**src/rtl/ow_byte_ctrl_if.sv**
```systemverilog
// Command/response and sockit_owm bus bundle for the byte-level 1-wire engine.
// master = upstream FSM plus owm port side, slave = ow_byte_ctrl.
interface ow_byte_ctrl_if #(
    parameter int BWD = 32
);
    logic           i_cmd_valid;
    logic           o_cmd_ready;
    logic [1:0]     i_cmd;
    logic [7:0]     i_cmd_data;
    logic           o_rsp_valid;
    logic [7:0]     o_rsp_data;
    logic           o_rsp_presence;
    logic           o_rsp_timeout;
    logic [7:0]     o_crc;
    logic           o_bus_ren;
    logic           o_bus_wen;
    logic           o_bus_adr;
    logic [BWD-1:0] o_bus_wdt;
    logic [BWD-1:0] i_bus_rdt;

    modport master (
        output i_cmd_valid, i_cmd, i_cmd_data, i_bus_rdt,
        input  o_cmd_ready, o_rsp_valid, o_rsp_data,
        input  o_rsp_presence, o_rsp_timeout, o_crc,
        input  o_bus_ren, o_bus_wen, o_bus_adr, o_bus_wdt
    );

    modport slave (
        input  i_cmd_valid, i_cmd, i_cmd_data, i_bus_rdt,
        output o_cmd_ready, o_rsp_valid, o_rsp_data,
        output o_rsp_presence, o_rsp_timeout, o_crc,
        output o_bus_ren, o_bus_wen, o_bus_adr, o_bus_wdt
    );
endinterface

```
**src/rtl/ow_byte_ctrl.sv**
```systemverilog
// Byte-level 1-wire command engine driving sockit_owm bit cycles via CTRL.
// Define OW_CRC8_EN to build the running Dallas CRC8 on o_crc.
module ow_byte_ctrl #(
    parameter int BWD     = 32,
    parameter int TMO_W   = 20,
    parameter int TMO_CYC = 1000000
) (
    input logic       i_clk,
    input logic       i_rst,
    ow_byte_ctrl_if.slave bus
);
    localparam logic [2:0] S_IDLE  = 3'd0;
    localparam logic [2:0] S_ISSUE = 3'd1;
    localparam logic [2:0] S_POLL  = 3'd2;
    localparam logic [2:0] S_NEXT  = 3'd3;
    localparam logic [2:0] S_RESP  = 3'd4;

    localparam logic [1:0] C_RST = 2'd0;
    localparam logic [1:0] C_WR  = 2'd1;
    localparam logic [1:0] C_RD  = 2'd2;
    localparam logic [1:0] C_RSV = 2'd3;

    localparam logic [TMO_W-1:0] TMO_LAST = TMO_W'(TMO_CYC - 1);

    logic [2:0]       state;
    logic [1:0]       cmd;
    logic [7:0]       sh;
    logic [2:0]       bit_idx;
    logic             busy_seen;
    logic             pres;
    logic [TMO_W-1:0] tmo_cnt;
    logic [7:0]       rsp_data;
    logic             rsp_pres;
    logic             rsp_tmo;
    logic [7:0]       crc;

    logic       ready;
    logic       accept;
    logic       cyc;
    logic       dat;
    logic       bit_end;
    logic       tmo_hit;
    logic       wr_bit;
    logic [3:0] wdt_lo;
    logic       unused_rdt;

    assign cyc     = bus.i_bus_rdt[3];
    assign dat     = bus.i_bus_rdt[0];
    assign ready   = (state == S_IDLE) && !i_rst;
    assign accept  = bus.i_cmd_valid && ready;
    assign bit_end = (state == S_POLL) && busy_seen && !cyc;
    assign tmo_hit = (state == S_POLL) && !bit_end
                     && (tmo_cnt == TMO_LAST);
    assign wr_bit  = sh[bit_idx];

    assign unused_rdt = ^{bus.i_bus_rdt[BWD-1:4], bus.i_bus_rdt[2:1]};

    always_ff @(posedge i_clk) begin
        if (i_rst) begin
            state     <= S_IDLE;
            cmd       <= C_RST;
            sh        <= 8'h00;
            bit_idx   <= 3'd0;
            busy_seen <= 1'b0;
            pres      <= 1'b0;
            tmo_cnt   <= '0;
            rsp_data  <= 8'h00;
            rsp_pres  <= 1'b0;
            rsp_tmo   <= 1'b0;
        end else begin
            unique case (state)
                S_IDLE: begin
                    if (accept) begin
                        cmd     <= bus.i_cmd;
                        sh      <= (bus.i_cmd == C_WR) ? bus.i_cmd_data : 8'h00;
                        bit_idx <= 3'd0;
                        pres    <= 1'b0;
                        if (bus.i_cmd == C_RSV) begin
                            rsp_data <= 8'h00;
                            rsp_pres <= 1'b0;
                            rsp_tmo  <= 1'b0;
                            state    <= S_RESP;
                        end else begin
                            state <= S_ISSUE;
                        end
                    end
                end
                S_ISSUE: begin
                    tmo_cnt   <= '0;
                    busy_seen <= 1'b0;
                    state     <= S_POLL;
                end
                S_POLL: begin
                    tmo_cnt <= tmo_cnt + 1'b1;
                    if (cyc) busy_seen <= 1'b1;
                    if (bit_end) begin
                        if (cmd == C_RST) pres <= ~dat;
                        if (cmd == C_RD) sh <= {dat, sh[7:1]};
                        state <= S_NEXT;
                    end else if (tmo_hit) begin
                        // partial data is discarded on abort
                        rsp_data <= 8'h00;
                        rsp_pres <= 1'b0;
                        rsp_tmo  <= 1'b1;
                        state    <= S_RESP;
                    end
                end
                S_NEXT: begin
                    if (cmd == C_RST || bit_idx == 3'd7) begin
                        rsp_data <= (cmd == C_RD) ? sh : 8'h00;
                        rsp_pres <= (cmd == C_RST) && pres;
                        rsp_tmo  <= 1'b0;
                        state    <= S_RESP;
                    end else begin
                        bit_idx <= bit_idx + 3'd1;
                        state   <= S_ISSUE;
                    end
                end
                S_RESP:  state <= S_IDLE;
                default: state <= S_IDLE;
            endcase
        end
    end

    always_comb begin
        wdt_lo = 4'h0;
        if (state == S_ISSUE) begin
            unique case (1'b1)
                cmd == C_RST: wdt_lo = 4'hA;
                cmd == C_WR:  wdt_lo = {3'b100, wr_bit};
                default:      wdt_lo = 4'h9;
            endcase
        end
    end

`ifdef OW_CRC8_EN
    logic cur_bit;
    logic crc_fb;

    assign cur_bit = (cmd == C_RD) ? dat : wr_bit;
    assign crc_fb  = crc[0] ^ cur_bit;

    // reflected 0x31 polynomial, one data bit per completed owm cycle
    always_ff @(posedge i_clk) begin
        if (i_rst) begin
            crc <= 8'h00;
        end else if (accept && bus.i_cmd == C_RST) begin
            crc <= 8'h00;
        end else if (bit_end && cmd != C_RST) begin
            crc <= {1'b0, crc[7:1]} ^ (crc_fb ? 8'h8C : 8'h00);
        end
    end
`else
    assign crc = 8'h00;
`endif

    assign bus.o_cmd_ready    = ready;
    assign bus.o_rsp_valid    = (state == S_RESP) && !i_rst;
    assign bus.o_rsp_data     = rsp_data;
    assign bus.o_rsp_presence = rsp_pres;
    assign bus.o_rsp_timeout  = rsp_tmo;
    assign bus.o_crc          = crc;
    assign bus.o_bus_wen      = (state == S_ISSUE) && !i_rst;
    assign bus.o_bus_ren      = (state == S_POLL) && !i_rst;
    assign bus.o_bus_adr      = 1'b0;
    assign bus.o_bus_wdt      = {{(BWD-4){1'b0}}, wdt_lo};
endmodule
```
**src/flat_wrapper.sv**
```systemverilog
// flat-port wrapper written by rule: the top's interface ports become plain ports
module ow_byte_ctrl_flat 
#(
    parameter int BWD     = 32,
    parameter int TMO_W   = 20,
    parameter int TMO_CYC = 1000000
)
  (i_clk, i_rst, bus_i_cmd_valid, bus_i_cmd, bus_i_cmd_data, bus_i_bus_rdt, bus_o_cmd_ready, bus_o_rsp_valid, bus_o_rsp_data, bus_o_rsp_presence, bus_o_rsp_timeout, bus_o_crc, bus_o_bus_ren, bus_o_bus_wen, bus_o_bus_adr, bus_o_bus_wdt);
  ow_byte_ctrl_if #(.BWD(BWD)) bus_i ();
  input logic i_clk;
  input logic i_rst;
  input wire logic [$bits(bus_i.i_cmd_valid)-1:0] bus_i_cmd_valid;
  input wire logic [$bits(bus_i.i_cmd)-1:0] bus_i_cmd;
  input wire logic [$bits(bus_i.i_cmd_data)-1:0] bus_i_cmd_data;
  input wire logic [$bits(bus_i.i_bus_rdt)-1:0] bus_i_bus_rdt;
  output wire logic [$bits(bus_i.o_cmd_ready)-1:0] bus_o_cmd_ready;
  output wire logic [$bits(bus_i.o_rsp_valid)-1:0] bus_o_rsp_valid;
  output wire logic [$bits(bus_i.o_rsp_data)-1:0] bus_o_rsp_data;
  output wire logic [$bits(bus_i.o_rsp_presence)-1:0] bus_o_rsp_presence;
  output wire logic [$bits(bus_i.o_rsp_timeout)-1:0] bus_o_rsp_timeout;
  output wire logic [$bits(bus_i.o_crc)-1:0] bus_o_crc;
  output wire logic [$bits(bus_i.o_bus_ren)-1:0] bus_o_bus_ren;
  output wire logic [$bits(bus_i.o_bus_wen)-1:0] bus_o_bus_wen;
  output wire logic [$bits(bus_i.o_bus_adr)-1:0] bus_o_bus_adr;
  output wire logic [$bits(bus_i.o_bus_wdt)-1:0] bus_o_bus_wdt;
  assign bus_i.i_cmd_valid = bus_i_cmd_valid;
  assign bus_i.i_cmd = bus_i_cmd;
  assign bus_i.i_cmd_data = bus_i_cmd_data;
  assign bus_i.i_bus_rdt = bus_i_bus_rdt;
  assign bus_o_cmd_ready = bus_i.o_cmd_ready;
  assign bus_o_rsp_valid = bus_i.o_rsp_valid;
  assign bus_o_rsp_data = bus_i.o_rsp_data;
  assign bus_o_rsp_presence = bus_i.o_rsp_presence;
  assign bus_o_rsp_timeout = bus_i.o_rsp_timeout;
  assign bus_o_crc = bus_i.o_crc;
  assign bus_o_bus_ren = bus_i.o_bus_ren;
  assign bus_o_bus_wen = bus_i.o_bus_wen;
  assign bus_o_bus_adr = bus_i.o_bus_adr;
  assign bus_o_bus_wdt = bus_i.o_bus_wdt;
  ow_byte_ctrl #(.BWD(BWD), .TMO_W(TMO_W), .TMO_CYC(TMO_CYC)) u_core (.i_clk(i_clk), .i_rst(i_rst), .bus(bus_i));
endmodule
```
**config.mk**
```make
export PLATFORM = sky130hd
export DESIGN_NAME = ow_byte_ctrl_flat
export DESIGN_NICKNAME = d
export VERILOG_FILES = /design/src/rtl/ow_byte_ctrl_if.sv /design/src/rtl/ow_byte_ctrl.sv /design/src/flat_wrapper.sv
export SDC_FILE = /design/constraint.sdc
export NUM_CORES = 1
export LEC_CHECK = 0
export CAP_MARGIN = 15
export CORE_ASPECT_RATIO = 1.25
export CORE_MARGIN = 1
export CORE_UTILIZATION = 40
export CTS_CLUSTER_DIAMETER = 40
export DETAILED_ROUTE_END_ITERATION = 8
export PLACE_DENSITY = 0.68
export SYNTH_ARGS = -nofsm -noshare
export SYNTH_HDL_FRONTEND = slang
export SYNTH_SLANG_ARGS = --single-unit
```
**constraint.sdc**
```tcl
create_clock -name i_clk -period 3.85 [get_ports i_clk]
set_clock_uncertainty 0.1 [all_clocks]
set_input_delay 0.9625 -clock i_clk [delete_from_list [all_inputs] [get_ports i_clk]]
set_output_delay 0.9625 -clock i_clk [all_outputs]
set_load 0.02 [all_outputs]
```
==> out/metrics.yaml, run 1 <==
outcome: "finished clean"
n_fill_cell: 677
max_freq_ghz: 0.282
synth_top_area_share_pct: 34.0
final_max_slew_viol_count: 0
start_kind: "primary input"
critPathCapture: "bus_o_rsp_valid"
end_kind: "primary output"
drt_first_pass_iters: 4
r2r_setup_slack_ns: 1.45
pre_cts_ws_ns: 0.286
die_area_um2: 7410
io_buffers: 31
yosysWarnings: 0
rows: 33
grt_max_degree: 24
detail_route.wl_per_cell_um: 13.0
timing.rr.end: "u_core.bus.o_rsp_data[0]"
grt_pass1_vias: 2158
cp.required_ns: 2.79
numClockSinks: 48
maxSlewHeadroom_pct: 43.7
netSwitchingFraction_pct: 31.0
placed_area_um2: 3050
drt_first_iter_violations: 146
synth_edf_count: 0
worst-r2r-cell-count: 5
detail-route-antenna-nets: 0
syn_area_um2: 2830
drive_gt1_share_pct: 8.87
yosys.cell_types.count: 58
p_sw_mw: 0.311
overflow: 0
grt_antenna_before_repair: 0
worst_pin_slew_ns: 0.838
synth_flop_cell: "dfxtp_1"
crit_start: "i_rst"
wirelength_um: 5990
period_needed_ns: 3.55
finalCritPeriodShare_pct: 92.2
ios: 100
final_area_um2: 3140
numCtsBuffers: 5
worst_r2r_startpoint: "u_core.state[2]"
crit_type: "in2out"
fin_nets: 419
crit_arrival_ns: 2.49
yosys.area.top_type: "dfxtp_1"
grt_pass1_wl_um: 9900
intPower_mw: 0.692
syn-instance-count: 350
seqPwrFrac_pct: 51.9
drc: 0
tritoncts: "built"
n_antenna_cell: 0
tns_ns: 0
critPathMaxFanout: 7
timing.max_cap.violations: 0
dieWidth_um: 77.2
final-seq-area_um2: 961
hold_ws_ns: 0.359
power.leakage_nw: 1.16
ctsResizeCount: 0
multiInputGateArea_um2: 1600
rsz0062_at_grt: "no"
root_buffer: "clkbuf_8"
p_clk_share_pct: 30.9
start_util_pct: 42.3
post-route-worst-setup-slack_ns: 0.302
ys_ff_latch: 48
core-area_um2: 6690
pwr-share-comb_pct: 17.2
place_hpwl_um: 4250
viasPerCell: 5.16
cts_setup_buffers: 0
htreeDepth: 2
avgSynthCellArea_um2: 8.08
setup_violations: 0
total_power_mw: 1.00
vdd_drop_max_uv: 172
die_h_um: 96.0
cts_max_path_buffers: 2
ctsHoldBuffers: 0
clkTransAtPathRegs_ns: 0.10
async_flop_share_pct: 0
synth.area.top_cells: "dfxtp_1, buf_4, nand2_1"
vias: 2367
hp-class: "reg2reg"
grt_usage_pct: 16.8
ys_seq_area_share_pct: 34.0
place.gp.congestion: 0.759
finalHoldViolations: 0
area_delta_synth_final_pct: 11.0
clkLatencyLatePin_ns: 0.30
power_per_cell_area_nw_per_um2: 320
[metal layers]
| metal | GRT usage [%] | wire length [µm] |
|---|---|---|
| met1 | 19.6 | 2570 |
| met3 | 3.03 | 242 |
| met4 | 5.66 | 91 |
| met2 | 31.0 | 3080 |
| met5 | 0 | 0 |
[cells in the mapped netlist, drive strengths merged (2+ instances only)]
master,n
nor2,28
and3,6
mux2i,6
nand2,45
nand3b,2
o21ai,9
a31oi,2
nor4b,4
a31o,3
a311oi,2
buf,47
clkbuf,14
a21o,8
a22oi,2
nand3,24
mux2,7
dfxtp,48
nor3,10
or2,4
nand4b,2
or3,2
and3b,4
a21oi,27
inv,3
nor4,3
ha,3
nor3b,2
nor2b,3
nand2b,4
mux4,2
o31ai,2
nand4,6
[power groups by stage]
| stage | sequential (mW) | clock [mW] | combinational [mW] |
|---|---|---|---|
| 4_1_cts | 0.520 | 0.320 | 0.172 |
| 6_report | 0.520 | 0.310 | 0.172 |
| 3_5_place_dp | 0.532 | 0 | 0.171 |
| 5_1_grt | 0.523 | 0.339 | 0.189 |
| 2_1_floorplan | 0.522 | 0 | 0.163 |
| 3_3_place_gp | 0.532 | 0 | 0.170 |
[cells in the final DEF, fill, tap and decap left out, types with 2 or more instances in the layout]
| master | synthesis | routed |
|---|---|---|
| buf_4 | 39 | 7 |
| a21oi_1 | 26 | 26 |
| nand2b_1 | 4 | 4 |
| a311oi_1 | 2 | 2 |
| o31ai_1 | 2 | 2 |
| nand4b_1 | 2 | 2 |
| dfxtp_1 | 48 | 48 |
| conb_1 | 1 | 38 |
| o21ai_0 | 7 | 7 |
| a21o_1 | 8 | 8 |
| clkinvlp_4 | 0 | 2 |
| and3_1 | 6 | 6 |
| nand4_1 | 6 | 6 |
| clkdlybuf4s50_1 | 0 | 31 |
| inv_1 | 2 | 2 |
| a31o_1 | 3 | 3 |
| nand2_1 | 45 | 45 |
| nor4_1 | 2 | 2 |
| nand3b_1 | 2 | 2 |
| a22oi_1 | 2 | 2 |
| and3b_1 | 4 | 4 |
| nand3_1 | 24 | 24 |
| nor4b_1 | 4 | 4 |
| nor2_1 | 28 | 28 |
| or2_2 | 3 | 3 |
| a31oi_1 | 2 | 2 |
| or3_1 | 2 | 2 |
| nor2b_1 | 3 | 3 |
| ha_1 | 3 | 3 |
| mux2_1 | 2 | 2 |
| nor3_1 | 10 | 10 |
| mux2_2 | 5 | 5 |
| mux4_2 | 2 | 2 |
| clkbuf_8 | 0 | 5 |
| mux2i_1 | 6 | 6 |
[through the flow]
step | cells | util, %
after floorplan | 387 | -
after global placement | 451 | 45.5
after detailed placement | 451 | 45.5
after CTS | 459 | 46.9
after global routing | 459 | 46.9
final | 459 | 46.9
[worst max-delay path, stage by stage]
cell and delay, ns:
clkdlybuf4s50_1 0.45, buf_4 0.18, nor4b_1 0.24, clkdlybuf4s50_1 0.65
[logic make-up (layout without fill, tap and decap cells)]
logic type / after synthesis / count (layout) / share of synthesized area (%)
AND/OR/NAND/NOR: 154 / 154 / 28.2
AO/OA/AOI/OAI: 64 / 64 / 15.1
buffers and inverters: 64 / 49 / 14.4
flip-flops: 48 / 48 / 34.0
multiplexers: 15 / 15 / 6.51
adder cells (fa/ha/maj): 3 / 3 / 1.33
other: 1 / 38 / 0.133
XOR/XNOR: 1 / 1 / 0.310
[area by class of cell]
type | count | area share, %
multi-input combinational | 275 | 51.0
sequential | 48 | 30.6
timing repair buffer | 38 | 11.6
tap | 87 | 3.47
clock buffer | 5 | 2.19
clock inverter | 3 | 0.758
inverter | 3 | 0.359
[sequential cells by signal, indices dropped and copies added (netlist names)]
register and count:
u_core.sh 8, u_core.bit_idx 3, u_core.tmo_cnt 20, u_core.bus.o_rsp_timeout 1, u_core.cmd 2, u_core.busy_seen 1
u_core.bus.o_rsp_presence 1, u_core.pres 1, u_core.state 3, u_core.bus.o_rsp_data 8
[worst min-delay path by stage]
stage / endpoint / cells past startpoint / slack (ns) / from
after floorplan: u_core.sh[0] / 2 / 0.34 / u_core.sh[0]
after global placement: u_core.bus.o_rsp_data[2] / 2 / 0.34 / u_core.bus.o_rsp_data[2]
after detailed placement: u_core.bus.o_rsp_data[2] / 2 / 0.35 / u_core.bus.o_rsp_data[2]
after CTS: u_core.bus.o_rsp_data[2] / 2 / 0.37 / u_core.bus.o_rsp_data[2]
after global routing: u_core.bus.o_rsp_data[4] / 2 / 0.39 / u_core.bus.o_rsp_data[4]
final: u_core.bus.o_rsp_data[2] / 2 / 0.36 / u_core.bus.o_rsp_data[2]
(Power assumes the default switching activity.)
==> run 2, diff against run 1 <==
==> constraint.sdc (replaced) <==
create_clock -name i_clk -period 4.5 [get_ports i_clk]
set_clock_uncertainty 0.1 [all_clocks]
set_input_delay 1.125 -clock i_clk [delete_from_list [all_inputs] [get_ports i_clk]]
set_output_delay 1.125 -clock i_clk [all_outputs]
set_load 0.02 [all_outputs]
==> out/metrics.yaml, run 2 (same netlist as run 1, synthesis figures left out) <==
worst-r2r-cell-count: 5  # unchanged
largest_register_ffs: 20  # unchanged
overflow: 0  # unchanged
place.gp.congestion: 0.790  # was 0.759
rows: 33  # unchanged
critPathSlowestCell: "clkdlybuf4s50_1"  # unchanged
slowest_delay_ns: 0.70  # was 0.65 ns
place_hpwl_um: 4070  # was 4250 µm
hp-start: "u_core.bus.o_rsp_data[4]"  # was u_core.bus.o_rsp_data[2]
area_delta_synth_final_pct: 11.2  # was 11.0%
start_kind: "primary input"  # unchanged
grt_pass1_wl_um: 9760  # was 9900 µm
instances_no_fill: 457  # was 459
r2r_setup_slack_ns: 2.04  # was 1.45 ns
intPower_mw: 0.645  # was 0.692 mW
die_area_um2: 7410  # unchanged
root_buffer: "clkbuf_8"  # unchanged
numCtsBuffers: 5  # unchanged
pre_cts_ws_ns: 0.488  # was 0.286 ns
timing.rr.end: "u_core.bus.o_rsp_data[0]"  # unchanged
netSwitchingFraction_pct: 28.7  # was 31.0%
dp.cells: 449  # was 451
crit_type: "in2out"  # unchanged
finalCritPeriodShare_pct: 89.9
vias: 2281  # was 2,367
fin_nets: 417  # was 419
cp_common_cell: "clkdlybuf4s50_1"  # unchanged
drt_first_pass_iters: 4  # unchanged
htreeDepth: 2  # unchanged
layout_commonest_cell: "dfxtp_1"  # unchanged
power_per_cell_area_nw_per_um2: 288  # was 320 nW/µm²
pwr-share-comb_pct: 16.0  # was 17.2%
p_sw_mw: 0.260  # was 0.311 mW
crit_arrival_ns: 2.82  # was 2.49 ns
critPathMaxFanout: 9  # was 7
viasPerCell: 4.99  # was 5.16
crit_chain: "clkdlybuf4s50_1 -> nor4_1 -> clkdlybuf4s50_1"  # was clkdlybuf4s50_1 -> buf_4 -> nor4b_1 -> clkdlybuf4s50_1
cp.required_ns: 3.27  # was 2.79 ns
tns_ns: 0  # unchanged
grt_pass1_vias: 2072  # was 2,158
hp-class: "reg2reg"  # unchanged
maxSlewHeadroom_pct: 42.2  # was 43.7%
grt_usage_pct: 16.7  # was 16.8%
core-area_um2: 6690  # unchanged
ctsResizeCount: 0  # unchanged
period_needed_ns: 4.04
detail_route.wl_per_cell_um: 12.8  # was 13.0 µm
grt_max_degree: 24  # unchanged
wirelength_um: 5840  # was 5990 µm
io_buffers: 31  # unchanged
ctsHoldBuffers: 0  # unchanged
worst_r2r_startpoint: "u_core.state[2]"  # unchanged
setup_violations: 0  # unchanged
seqPwrFrac_pct: 49.3  # was 51.9%
final_max_slew_viol_count: 0  # unchanged
power.leakage_nw: 1.16  # about the same
drt_first_iter_violations: 153  # was 146
timing.max_cap.violations: 0  # unchanged
clkLatencyLatePin_ns: 0.30  # about the same
detail-route-antenna-nets: 0  # unchanged
die_h_um: 96.0  # unchanged
grt_antenna_before_repair: 0  # unchanged
p_clk_share_pct: 34.7  # was 30.9%
hold_depth: 2  # unchanged
finalHoldViolations: 0  # unchanged
cts_max_path_buffers: 2  # unchanged
outcome: "finished clean"  # unchanged
hold_path_end: "u_core.bus.o_rsp_data[4]"  # was u_core.bus.o_rsp_data[2]
tritoncts: "built"  # unchanged
cts_setup_buffers: 0  # unchanged
clkTransAtPathRegs_ns: 0.09  # was 0.10 ns
end_kind: "primary output"  # unchanged
numClockSinks: 48  # unchanged
n_antenna_cell: 0  # unchanged
drive_gt1_share_pct: 8.38  # was 8.87%
rsz0062_at_grt: "no"  # unchanged
drc: 0  # unchanged
max_freq_ghz: 0.247
dieWidth_um: 77.2  # unchanged
start_util_pct: 42.3  # unchanged
vdd_drop_max_uv: 117  # was 172 µV
post-route-worst-setup-slack_ns: 0.456  # was 0.302 ns
ios: 100  # unchanged
layout_common_cells: "dfxtp_1, nand2_1, conb_1"  # unchanged
largest_register: "u_core.tmo_cnt"  # unchanged
worst_pin_slew_ns: 0.860  # was 0.838 ns
==> run 2: changes by cell type in the layout (fill, tap and decap cells not counted), sizes merged <==
cell and delta:
clkinvlp -1, buf -2, bufinv +1
==> run 2: power groups by stage <==
| stage | combinational (mW) | clock, mW | sequential (mW) |
|---|---|---|---|
| 2_1_floorplan | 0.139 | 0 | 0.447 |
| 3_3_place_gp | 0.144 | 0 | 0.456 |
| 3_5_place_dp | 0.144 | 0 | 0.456 |
| 4_1_cts | 0.145 | 0.324 | 0.446 |
| 5_1_grt | 0.160 | 0.343 | 0.449 |
| 6_report | 0.145 | 0.314 | 0.446 |
==> run 2: worst max path at each step <==
stage,start,to,slack (ns)
finish,i_rst,bus_o_cmd_ready,0.46
detailed placement,i_rst,bus_o_cmd_ready,0.49
CTS,i_rst,bus_o_cmd_ready,0.48
floorplan,i_rst,bus_o_rsp_valid,1.03
global placement,i_rst,bus_o_cmd_ready,0.52
global route,i_rst,bus_o_cmd_ready,0.35
==> run 2: final cells by class <==
class	count	area [µm²]
fill	676	3550
multi-input combinational	275	1600
sequential	48	961
timing repair buffer	36	348
tap	87	109
clock buffer	5	68.8
clock inverter	3	42.5
inverter	3	11.3
==> run 2: metal layers <==
metal	routed length [µm]	part of all wire [%]	global-route usage (%)
met1	2600	45	19.7
met2	2900	50	29.6
met3	215	3.7	3.70
met4	121	2.1	6.13
met5	0	0	0
==> run 2: worst max-delay path, delay by kind of cell <==
kind,cells,cell delay (ns)
buf+inv,2,1.27
simple gates,1,0.43
==> run 2: through the flow <==
step | total power, mW | utilization [%] | instance area [µm²] | hold slack (ns)
3_5_place_dp | 0.600 | 45.3 | 3030 | 0.354
4_1_cts | 0.915 | 47.0 | 3140 | 0.368
3_3_place_gp | 0.600 | 45.3 | 3030 | 0.344
6_report | 0.905 | 47.0 | 3140 | 0.362
5_1_grt | 0.952 | 47.0 | 3140 | 0.385
2_1_floorplan | 0.586 | - | 2970 | 0.337
